==> config.mk <==
export PLATFORM = sky130hd
export DESIGN_NAME = booth_r4_mul_flat
export DESIGN_NICKNAME = d
export VERILOG_FILES = /design/src/rtl/booth_r4_mul_if.sv /design/src/rtl/booth_r4_mul.sv /design/src/flat_wrapper.sv
export SDC_FILE = /design/constraint.sdc
export NUM_CORES = 1
export LEC_CHECK = 0
export BUFFER_PORTS_ARGS = -buffer_cell sky130_fd_sc_hd__buf_2
export CORE_UTILIZATION = 25
export CTS_CLUSTER_DIAMETER = 80
export CTS_CLUSTER_SIZE = 16
export DETAILED_ROUTE_END_ITERATION = 7
export GPL_ROUTABILITY_DRIVEN = 1
export GPL_TIMING_DRIVEN = 0
export HOLD_SLACK_MARGIN = 0.12
export PLACE_DENSITY = 0.39
export SLEW_MARGIN = 40
export SYNTH_ARGS = -nofsm -noshare
export SYNTH_HDL_FRONTEND = slang
export SYNTH_SLANG_ARGS = --single-unit
==> constraint.sdc <==
create_clock -name clk -period 4 [get_ports clk]
set_input_delay 0.2 -clock clk [delete_from_list [all_inputs] [get_ports clk]]
set_output_delay 0.2 -clock clk [all_outputs]
set_load 0.02 [all_outputs]
==> src/rtl/booth_r4_mul_if.sv <==
// Handshake bundle for booth_r4_mul: operand channel in, product channel out.
// The slave modport is the multiplier's view; the master modport is the producer/consumer side.
interface booth_r4_mul_if #(
  parameter int unsigned A_W   = 8,
  parameter int unsigned B_W   = 8,
  parameter int unsigned OUT_W = A_W + B_W
);
  logic             in_valid_i;
  logic             in_ready_o;
  logic             in_signed_i;
  logic [A_W-1:0]   in_A_i;
  logic [B_W-1:0]   in_B_i;
  logic             out_valid_o;
  logic             out_ready_i;
  logic [OUT_W-1:0] mult_out_o;
  logic             ovf_o;
  logic             busy_o;

  modport slave (
    input  in_valid_i,
    input  in_signed_i,
    input  in_A_i,
    input  in_B_i,
    input  out_ready_i,
    output in_ready_o,
    output out_valid_o,
    output mult_out_o,
    output ovf_o,
    output busy_o
  );

  modport master (
    output in_valid_i,
    output in_signed_i,
    output in_A_i,
    output in_B_i,
    output out_ready_i,
    input  in_ready_o,
    input  out_valid_o,
    input  mult_out_o,
    input  ovf_o,
    input  busy_o
  );
endinterface

==> src/rtl/booth_r4_mul.sv <==
// Radix-4 Booth sequential multiplier, one Booth digit per cycle, valid/ready on both sides.
// Optional feature macro: BOOTH_R4_EARLY_TERM_EN - finish as soon as every remaining digit is 0.
module booth_r4_mul #(
  parameter int unsigned A_W   = 8,
  parameter int unsigned B_W   = 8,
  parameter int unsigned OUT_W = A_W + B_W
) (
  input logic           clk,
  input logic           rst,
  booth_r4_mul_if.slave bus
);
  localparam int unsigned NDIG = (B_W + 2) / 2;
  // The full product fits in A_W+B_W bits, so modular accumulation at that width is exact.
  localparam int unsigned PW   = A_W + B_W;
  // Extended multiplier: 2*NDIG bits plus the implicit 0 below bit 0.
  localparam int unsigned BX   = 2 * NDIG + 1;
  localparam int unsigned K_W  = (NDIG > 1) ? $clog2(NDIG) : 1;

  typedef enum logic [1:0] {StIdle, StCalc, StDone} state_e;

  state_e         state_q, state_d;
  logic [PW-1:0]  a_q, a_d;
  logic [BX-1:0]  b_q, b_d;
  logic [PW-1:0]  acc_q, acc_d;
  logic [K_W-1:0] k_q, k_d;
  logic           sgn_q, sgn_d;

  logic [PW-1:0]  a_ext;
  logic [BX-1:0]  b_ext;
  logic [PW-1:0]  pp;
  logic           accept;
  logic           rest_zero;
  logic           last_digit;
  logic           ovf_raw;

  // Operand extension: sign or zero fill according to the requested mode.
  always_comb begin
    a_ext = {{(PW - A_W){bus.in_signed_i & bus.in_A_i[A_W-1]}}, bus.in_A_i};
    b_ext = {{(BX - 1 - B_W){bus.in_signed_i & bus.in_B_i[B_W-1]}}, bus.in_B_i, 1'b0};
  end

  // Booth digit decode of the current 3-bit window into a partial product.
  always_comb begin
    case (b_q[2:0])
      3'b001, 3'b010: pp = a_q;
      3'b011:         pp = a_q << 1;
      3'b100:         pp = -(a_q << 1);
      3'b101, 3'b110: pp = -a_q;
      default:        pp = '0;
    endcase
  end

  // Remaining multiplier bits all equal the window top -> all later digits are zero.
`ifdef BOOTH_R4_EARLY_TERM_EN
  assign rest_zero = (b_q[BX-1:2] == {(BX - 2){b_q[2]}});
`else
  assign rest_zero = 1'b0;
`endif

  assign last_digit = (k_q == K_W'(NDIG - 1)) || rest_zero;

  // Handshake outputs; ready is withheld while reset is asserted.
  always_comb begin
    bus.in_ready_o  = 1'b0;
    bus.out_valid_o = 1'b0;
    bus.busy_o      = 1'b0;
    unique case (state_q)
      StIdle:  bus.in_ready_o = ~rst;
      StCalc:  bus.busy_o     = 1'b1;
      StDone: begin
        bus.out_valid_o = 1'b1;
        bus.in_ready_o  = bus.out_ready_i;
      end
      default: ;
    endcase
  end

  assign accept = bus.in_valid_i & bus.in_ready_o;

  // Next-state: load on accept, one Booth step per CALC cycle, release on output handshake.
  always_comb begin
    state_d = state_q;
    a_d     = a_q;
    b_d     = b_q;
    acc_d   = acc_q;
    k_d     = k_q;
    sgn_d   = sgn_q;
    unique case (state_q)
      StIdle: begin
        if (accept) state_d = StCalc;
      end
      StCalc: begin
        acc_d = acc_q + pp;
        a_d   = a_q << 2;
        b_d   = {{2{b_q[BX-1]}}, b_q[BX-1:2]};
        k_d   = k_q + K_W'(1);
        if (last_digit) state_d = StDone;
      end
      StDone: begin
        if (bus.out_ready_i) state_d = accept ? StCalc : StIdle;
      end
      default: state_d = StIdle;
    endcase
    if (accept) begin
      a_d   = a_ext;
      b_d   = b_ext;
      acc_d = '0;
      k_d   = '0;
      sgn_d = bus.in_signed_i;
    end
  end

  // State and datapath registers; reset abandons any operation in flight.
  always_ff @(posedge clk or posedge rst) begin
    if (rst) begin
      state_q <= StIdle;
      a_q     <= '0;
      b_q     <= '0;
      acc_q   <= '0;
      k_q     <= '0;
      sgn_q   <= 1'b0;
    end else begin
      state_q <= state_d;
      a_q     <= a_d;
      b_q     <= b_d;
      acc_q   <= acc_d;
      k_q     <= k_d;
      sgn_q   <= sgn_d;
    end
  end

  // Overflow: discarded upper bits must be a pure sign (signed) or zero (unsigned) extension.
  if (OUT_W < PW) begin : g_ovf
    always_comb begin
      if (sgn_q) ovf_raw = (acc_q[PW-1:OUT_W] != {(PW - OUT_W){acc_q[OUT_W-1]}});
      else       ovf_raw = (acc_q[PW-1:OUT_W] != '0);
    end
  end else begin : g_no_ovf
    logic unused_sgn;
    assign unused_sgn = sgn_q;
    assign ovf_raw    = 1'b0;
  end

  assign bus.mult_out_o = acc_q[OUT_W-1:0];
  assign bus.ovf_o      = (state_q == StDone) & ovf_raw;
endmodule

==> src/flat_wrapper.sv <==
// flat-port wrapper written by rule: the top's interface ports become plain ports
module booth_r4_mul_flat 
#(
  parameter int unsigned A_W   = 8,
  parameter int unsigned B_W   = 8,
  parameter int unsigned OUT_W = A_W + B_W
)
  (clk, rst, bus_in_valid_i, bus_in_signed_i, bus_in_A_i, bus_in_B_i, bus_out_ready_i, bus_in_ready_o, bus_out_valid_o, bus_mult_out_o, bus_ovf_o, bus_busy_o);
  booth_r4_mul_if #(.A_W(A_W), .B_W(B_W), .OUT_W(OUT_W)) bus_i ();
  input logic clk;
  input logic rst;
  input wire logic [$bits(bus_i.in_valid_i)-1:0] bus_in_valid_i;
  input wire logic [$bits(bus_i.in_signed_i)-1:0] bus_in_signed_i;
  input wire logic [$bits(bus_i.in_A_i)-1:0] bus_in_A_i;
  input wire logic [$bits(bus_i.in_B_i)-1:0] bus_in_B_i;
  input wire logic [$bits(bus_i.out_ready_i)-1:0] bus_out_ready_i;
  output wire logic [$bits(bus_i.in_ready_o)-1:0] bus_in_ready_o;
  output wire logic [$bits(bus_i.out_valid_o)-1:0] bus_out_valid_o;
  output wire logic [$bits(bus_i.mult_out_o)-1:0] bus_mult_out_o;
  output wire logic [$bits(bus_i.ovf_o)-1:0] bus_ovf_o;
  output wire logic [$bits(bus_i.busy_o)-1:0] bus_busy_o;
  assign bus_i.in_valid_i = bus_in_valid_i;
  assign bus_i.in_signed_i = bus_in_signed_i;
  assign bus_i.in_A_i = bus_in_A_i;
  assign bus_i.in_B_i = bus_in_B_i;
  assign bus_i.out_ready_i = bus_out_ready_i;
  assign bus_in_ready_o = bus_i.in_ready_o;
  assign bus_out_valid_o = bus_i.out_valid_o;
  assign bus_mult_out_o = bus_i.mult_out_o;
  assign bus_ovf_o = bus_i.ovf_o;
  assign bus_busy_o = bus_i.busy_o;
  booth_r4_mul #(.A_W(A_W), .B_W(B_W), .OUT_W(OUT_W)) u_core (.clk(clk), .rst(rst), .bus(bus_i));
endmodule
### Word-level counts from Yosys, hierarchy flattened

Cells that the tools add are included.

* flip-flop bits (word level): 48
* input bits: 21
* output and inout bits: 20
* word-level logic and storage cells: 48

* add/sub/neg operators: 4
* equal/unequal tests: 12
* muxes and demuxes: 17
* bitwise gates (word level): 4
* reductions and logical operators: 5

Operators with widths (number)
* $mux 16: 4
* $pmux 16 s4: 1
* $neg 16->16: 2
* $add 16x16->16: 1
* $eq 3x3->1 const B: 4
* $mux 11: 1
* $mux 10: 1
* $eq 3x2->1 const B: 2
* $mux 2: 3
* $mux 3: 2
* $pmux 2 s3: 1
* $ne 2x1->1 const B: 2
* $reduce_or 2->1: 2
* $add 3x1->3 const B: 1
* $and 1x1->1: 3
* $eq 3x1->1 const B: 1
* $mux 1: 3
* $reduce_and 3->1: 1
* $eq 2x1->1 const B: 1
* $eq 2x2->1 const B: 1
* $logic_not 2->1: 1
* $ne 2x2->1 const B: 1
* $pmux 1 s2: 1
* $reduce_bool 2->1: 1
* $not 1->1: 1

### Logic depth before layout (Yosys ltp)

* word-level depth: 6
* mapped depth: 17
* depth with buffers taken out: 17

### Worst setup path before layout

Ideal clock, no wire load.

* kind: register -> register
* from: register u_core.a_q[0]
* to: register u_core.acc_q[15], in the netlist u_core.bus.mult_out_o[15]
* library setup time: 0.079 ns
* data arrival time: 3.487 ns
* data required time: 3.921 ns
* path slack: 0.433 ns
* stages on the path, launching flop included: 18
* path buffers: 0
* clock period less this slack: 3.567 ns
* cells stage by stage: dfrtp_1 > inv_1 > ha_1 > nor3b_4 > nand4b_1 > or3_1 > xnor2_1 > o21ai_1 > o21ai_1 > a21oi_1 > ha_1 > and3_1 > a221o_1 > a21oi_1 > o21ai_1 > and3_1 > o31a_1 > mux2i_1

* cells in the longest elaborated chain, start to end: 5
* elaborated cells on any way between the ends: 6
* classes of those cells: add/sub (3); mux (3)

RTL lines
* start: declaration: RTL line booth_r4_mul.sv:22 `logic [PW-1:0] a_q, a_d;`
* start signal: assignment: RTL line booth_r4_mul.sv:117 `a_q <= '0;`
* start signal: assignment: RTL line booth_r4_mul.sv:124 `a_q <= a_d;`
* $neg 16->16 (on tied branches): RTL line booth_r4_mul.sv:48, booth_r4_mul.sv:47
* $pmux 16 s4 *: RTL line booth_r4_mul.sv:44 `case (b_q[2:0])`
* $add 16x16->16 *: RTL line booth_r4_mul.sv:93 `acc_d = acc_q + pp;`
* $mux 16 *: RTL line booth_r4_mul.sv:88 `unique case (state_q)`
* $mux 16 *: RTL line booth_r4_mul.sv:104 `if (accept) begin`
* end signal: assignment: RTL line booth_r4_mul.sv:119 `acc_q <= '0;`
* end signal: assignment: RTL line booth_r4_mul.sv:126 `acc_q <= acc_d;`
* end: declaration: RTL line booth_r4_mul.sv:24 `logic [PW-1:0] acc_q, acc_d;`

Every way passes the cells marked *; elsewhere a longest branch is shown, timed or not. The select of a mux whose other input is x is not followed.
A chain may end at the register's enable or synchronous reset.

### Worst setup path in the final report

Ends and elaborated chain as after synthesis.

==> impl_metrics.env <==
export IMPL_status="finished clean"
export IMPL_grt_start_max_net_pins=27
export IMPL_antenna_found_initial=0
export IMPL_nNetsFinal=544
export IMPL_cpLargestDelayFamily="simple AND/OR/NAND/NOR gates"
export IMPL_setup_tns_ns=0
export IMPL_max_freq_mhz=263
export IMPL_regToRegSetupSlack_ns=0.19
export IMPL_crit_path_end_kind="register"
export IMPL_critPathRequiredTime_ns=4.21
export IMPL_numPortBuffers=39
export IMPL_num_rows=43
export IMPL_critPathMaxStageDelay_ns=0.41
export IMPL_period_share_pct=95.2
export IMPL_synth_cell_types=53
export IMPL_cts_sinks=48
export IMPL_die_w_um=123
export IMPL_hold_class="in2reg"
export IMPL_cpMaxStageDelayCell="dfrtp_2"
export IMPL_slew_violations=0
export IMPL_path_cells="inv_2, ha_4, nor3b_4, nand4b_1, or3_4, xnor2_4, nor2_1, a21oi_1, o21ai_1, ha_1, and3_1, a221o_1, a21oi_1, o21ai_1, and3_1, o31a_1, mux2i_1"
export IMPL_synth_seq_cells=48
export IMPL_cts_made_buffers=5
export IMPL_vias_per_cell=5.04
export IMPL_route_detailed_drc=0
export IMPL_drive_gt1_share_pct=18.7
export IMPL_cp_num_buf_inv=1
export IMPL_syn_nets=489
export IMPL_setup_viol=0
export IMPL_antennaDiodeCount=0
export IMPL_grt_remaining_overflow=0
export IMPL_postSynthCellCount=449
export IMPL_slew_headroom_pct=59.7
export IMPL_crit_path_max_fanout=5
export IMPL_async_flop_share_pct=100
export IMPL_final_setup_skew_ns=0.00797
export IMPL_grt_pass1_wl_um=18300
export IMPL_synth_top_cell_area_share_pct=32.9
export IMPL_cts_max_level=2
export IMPL_worstHoldStart="bus_in_A_i[1]"
export IMPL_highest_layer="met4"
export IMPL_ant_nets=0
export IMPL_initial_core_util_pct=25.9
export IMPL_crit_start="u_core.a_q[0]"
export IMPL_drtIter0Drc=211
export IMPL_cts_root_buf="clkbuf_16"
export IMPL_seq_area_sq_mm=0.00120
export IMPL_design_core_area_sq_mm=0.0141
export IMPL_track_usage_pct=16.1
export IMPL_multi_input_area_sq_mm=0.00229
export IMPL_grt_pass1_vias=3268
export IMPL_clk_pin_slew_ns=0.07
export IMPL_dp_hpwl_um=8660
export IMPL_ys_warnings_count=0
export IMPL_dieArea_sq_mm=0.0151
export IMPL_synth_area_sq_mm=0.00365
export IMPL_syn_avg_cell_area_sq_um=8.14
export IMPL_cts_tree="yes"
export IMPL_r2r_cells=17
export IMPL_routabilityCongestion=0.853
export IMPL_wirelength_um=11600
export IMPL_r2r_end="u_core.bus.mult_out_o[15]"
export IMPL_period_needed_ns=3.81
export IMPL_die_h_um=123
export IMPL_synthFlopType="dfrtp_1"
export IMPL_vias=3444
export IMPL_synth_seq_area_share_pct=32.9
export IMPL_worstMarginPinSlew_ns=0.598
export IMPL_dr_pass1_iters=5
export IMPL_arrival_ns=4.02
export IMPL_cp_endpoint="u_core.bus.mult_out_o[15]"
export IMPL_synth_area_leaders="dfrtp_1 (33%), nand2_1 (8.5%), ha_1 (6.2%)"
export IMPL_hold_viol_final=0
export IMPL_drv_cap=0
export IMPL_yosysTopAreaCell="dfrtp_1"
export IMPL_area_delta_synth_final_pct=20.0
export IMPL_dr_wl_met3_um=342
export IMPL_clk_latency_ns=0.29
export IMPL_routedWlPerCell_um=17.0
export IMPL_synth_edf_count=0
export IMPL_clockBufferDepth=2
export IMPL_drt_met1_wl_um=5830
export IMPL_crit_path_start_kind="register"
export IMPL_top_level_ports=41
export IMPL_path_class="reg2reg"
export IMPL_fillers=1525
export IMPL_wl_met2_um=5360
export IMPL_synthTopCellsByCount="nand2_1 (83), dfrtp_1 (48), o21ai_0 (36)"
export IMPL_reg2reg_from="u_core.a_q[0]"
export IMPL_cp_depth=17
export IMPL_yosysMostFrequentCell="nand2_1"
worst min-delay path by stage:
stage | cells past startpoint | endpoint
finish | 3 | u_core.a_q[1]
detailed placement | 2 | u_core.bus.mult_out_o[0]
CTS | 3 | u_core.a_q[4]
floorplan | 2 | u_core.a_q[0]
global placement | 3 | u_core.b_q[7]
global route | 3 | u_core.a_q[0]
placed cells by master, fill, tap and decap left out, types with 15 or more instances in the layout:
master,instances
nand2_1,83
dfrtp_1,46
buf_2,45
o21ai_0,34
a21oi_1,27
a22oi_1,21
clkbuf_1,19
ha_1,16
nor2_1,15
xnor2_1,15
kinds of logic after synthesis:
family / after synthesis / share of synthesized area, %
AND/OR/NAND/NOR: 155 / 20.5
buffers and inverters: 48 / 6.47
multiplexers: 3 / 0.890
AO/OA/AOI/OAI: 146 / 25.3
adder cells (fa/ha/maj): 19 / 6.71
other: 1 / 0.103
XOR/XNOR: 29 / 7.16
flip-flops: 48 / 32.9
metrics by stage:
step	instances	instance area (sq um)	setup WS, ns	util, %	hold WS [ns]
final	684	4380	0.191	31.1	0.125
after global routing	684	4380	-0.00607	31.1	0.137
after CTS	681	4300	0.00943	30.5	0.121
after detailed placement	669	4100	-0.199	29.1	0.207
after global placement	668	4080	-0.239	28.9	0.420
after floorplan	449	3650	0.433	-	0.315
metal layers:
layer / vias to the layer above / global-route usage, %
li1: 1708 / -
met1: 1670 / 23.8
met2: 62 / 24.7
met3: 4 / 1.61
met4: 0 / 4.65
met5: - / 0
layout make-up:
type / instances / share of cell area [%]
buffer: 35 / 4.28
clock buffer: 6 / 3.17
clock inverter: 1 / 0.200
inverter: 13 / 1.17
multi-input combinational: 353 / 52.1
sequential: 48 / 27.5
tap: 180 / 5.14
timing repair buffer: 48 / 6.45
flip-flops by register name (all words and copies together), names as in the netlist:
register	cells
u_core.a_q	16
u_core.b_q	11
u_core.bus.mult_out_o	16
u_core.state_q	2
u_core.k_q	3
worst min-delay path: cells and delay by family:
kind / cells / cell delay, ns
AO/OA/AOI/OAI: 1 / 0.05
AND/OR/NAND/NOR: 1 / 0.04
buffers and inverters: 1 / 0.08
repair_timing:
item / 4_1_cts / 5_1_grt
setup endpoints to repair: 3 / 5
pin swaps: 1 / 5
endpoints found under the hold margin: 24 / 0
setup buffers: 2 / 3
gates resized for setup: 2 / 16
hold buffers: 3 / 0
Power is left out: the tool's default activity adds up to more than one toggle a clock period on the data nets, which glitch-free logic cannot reach.
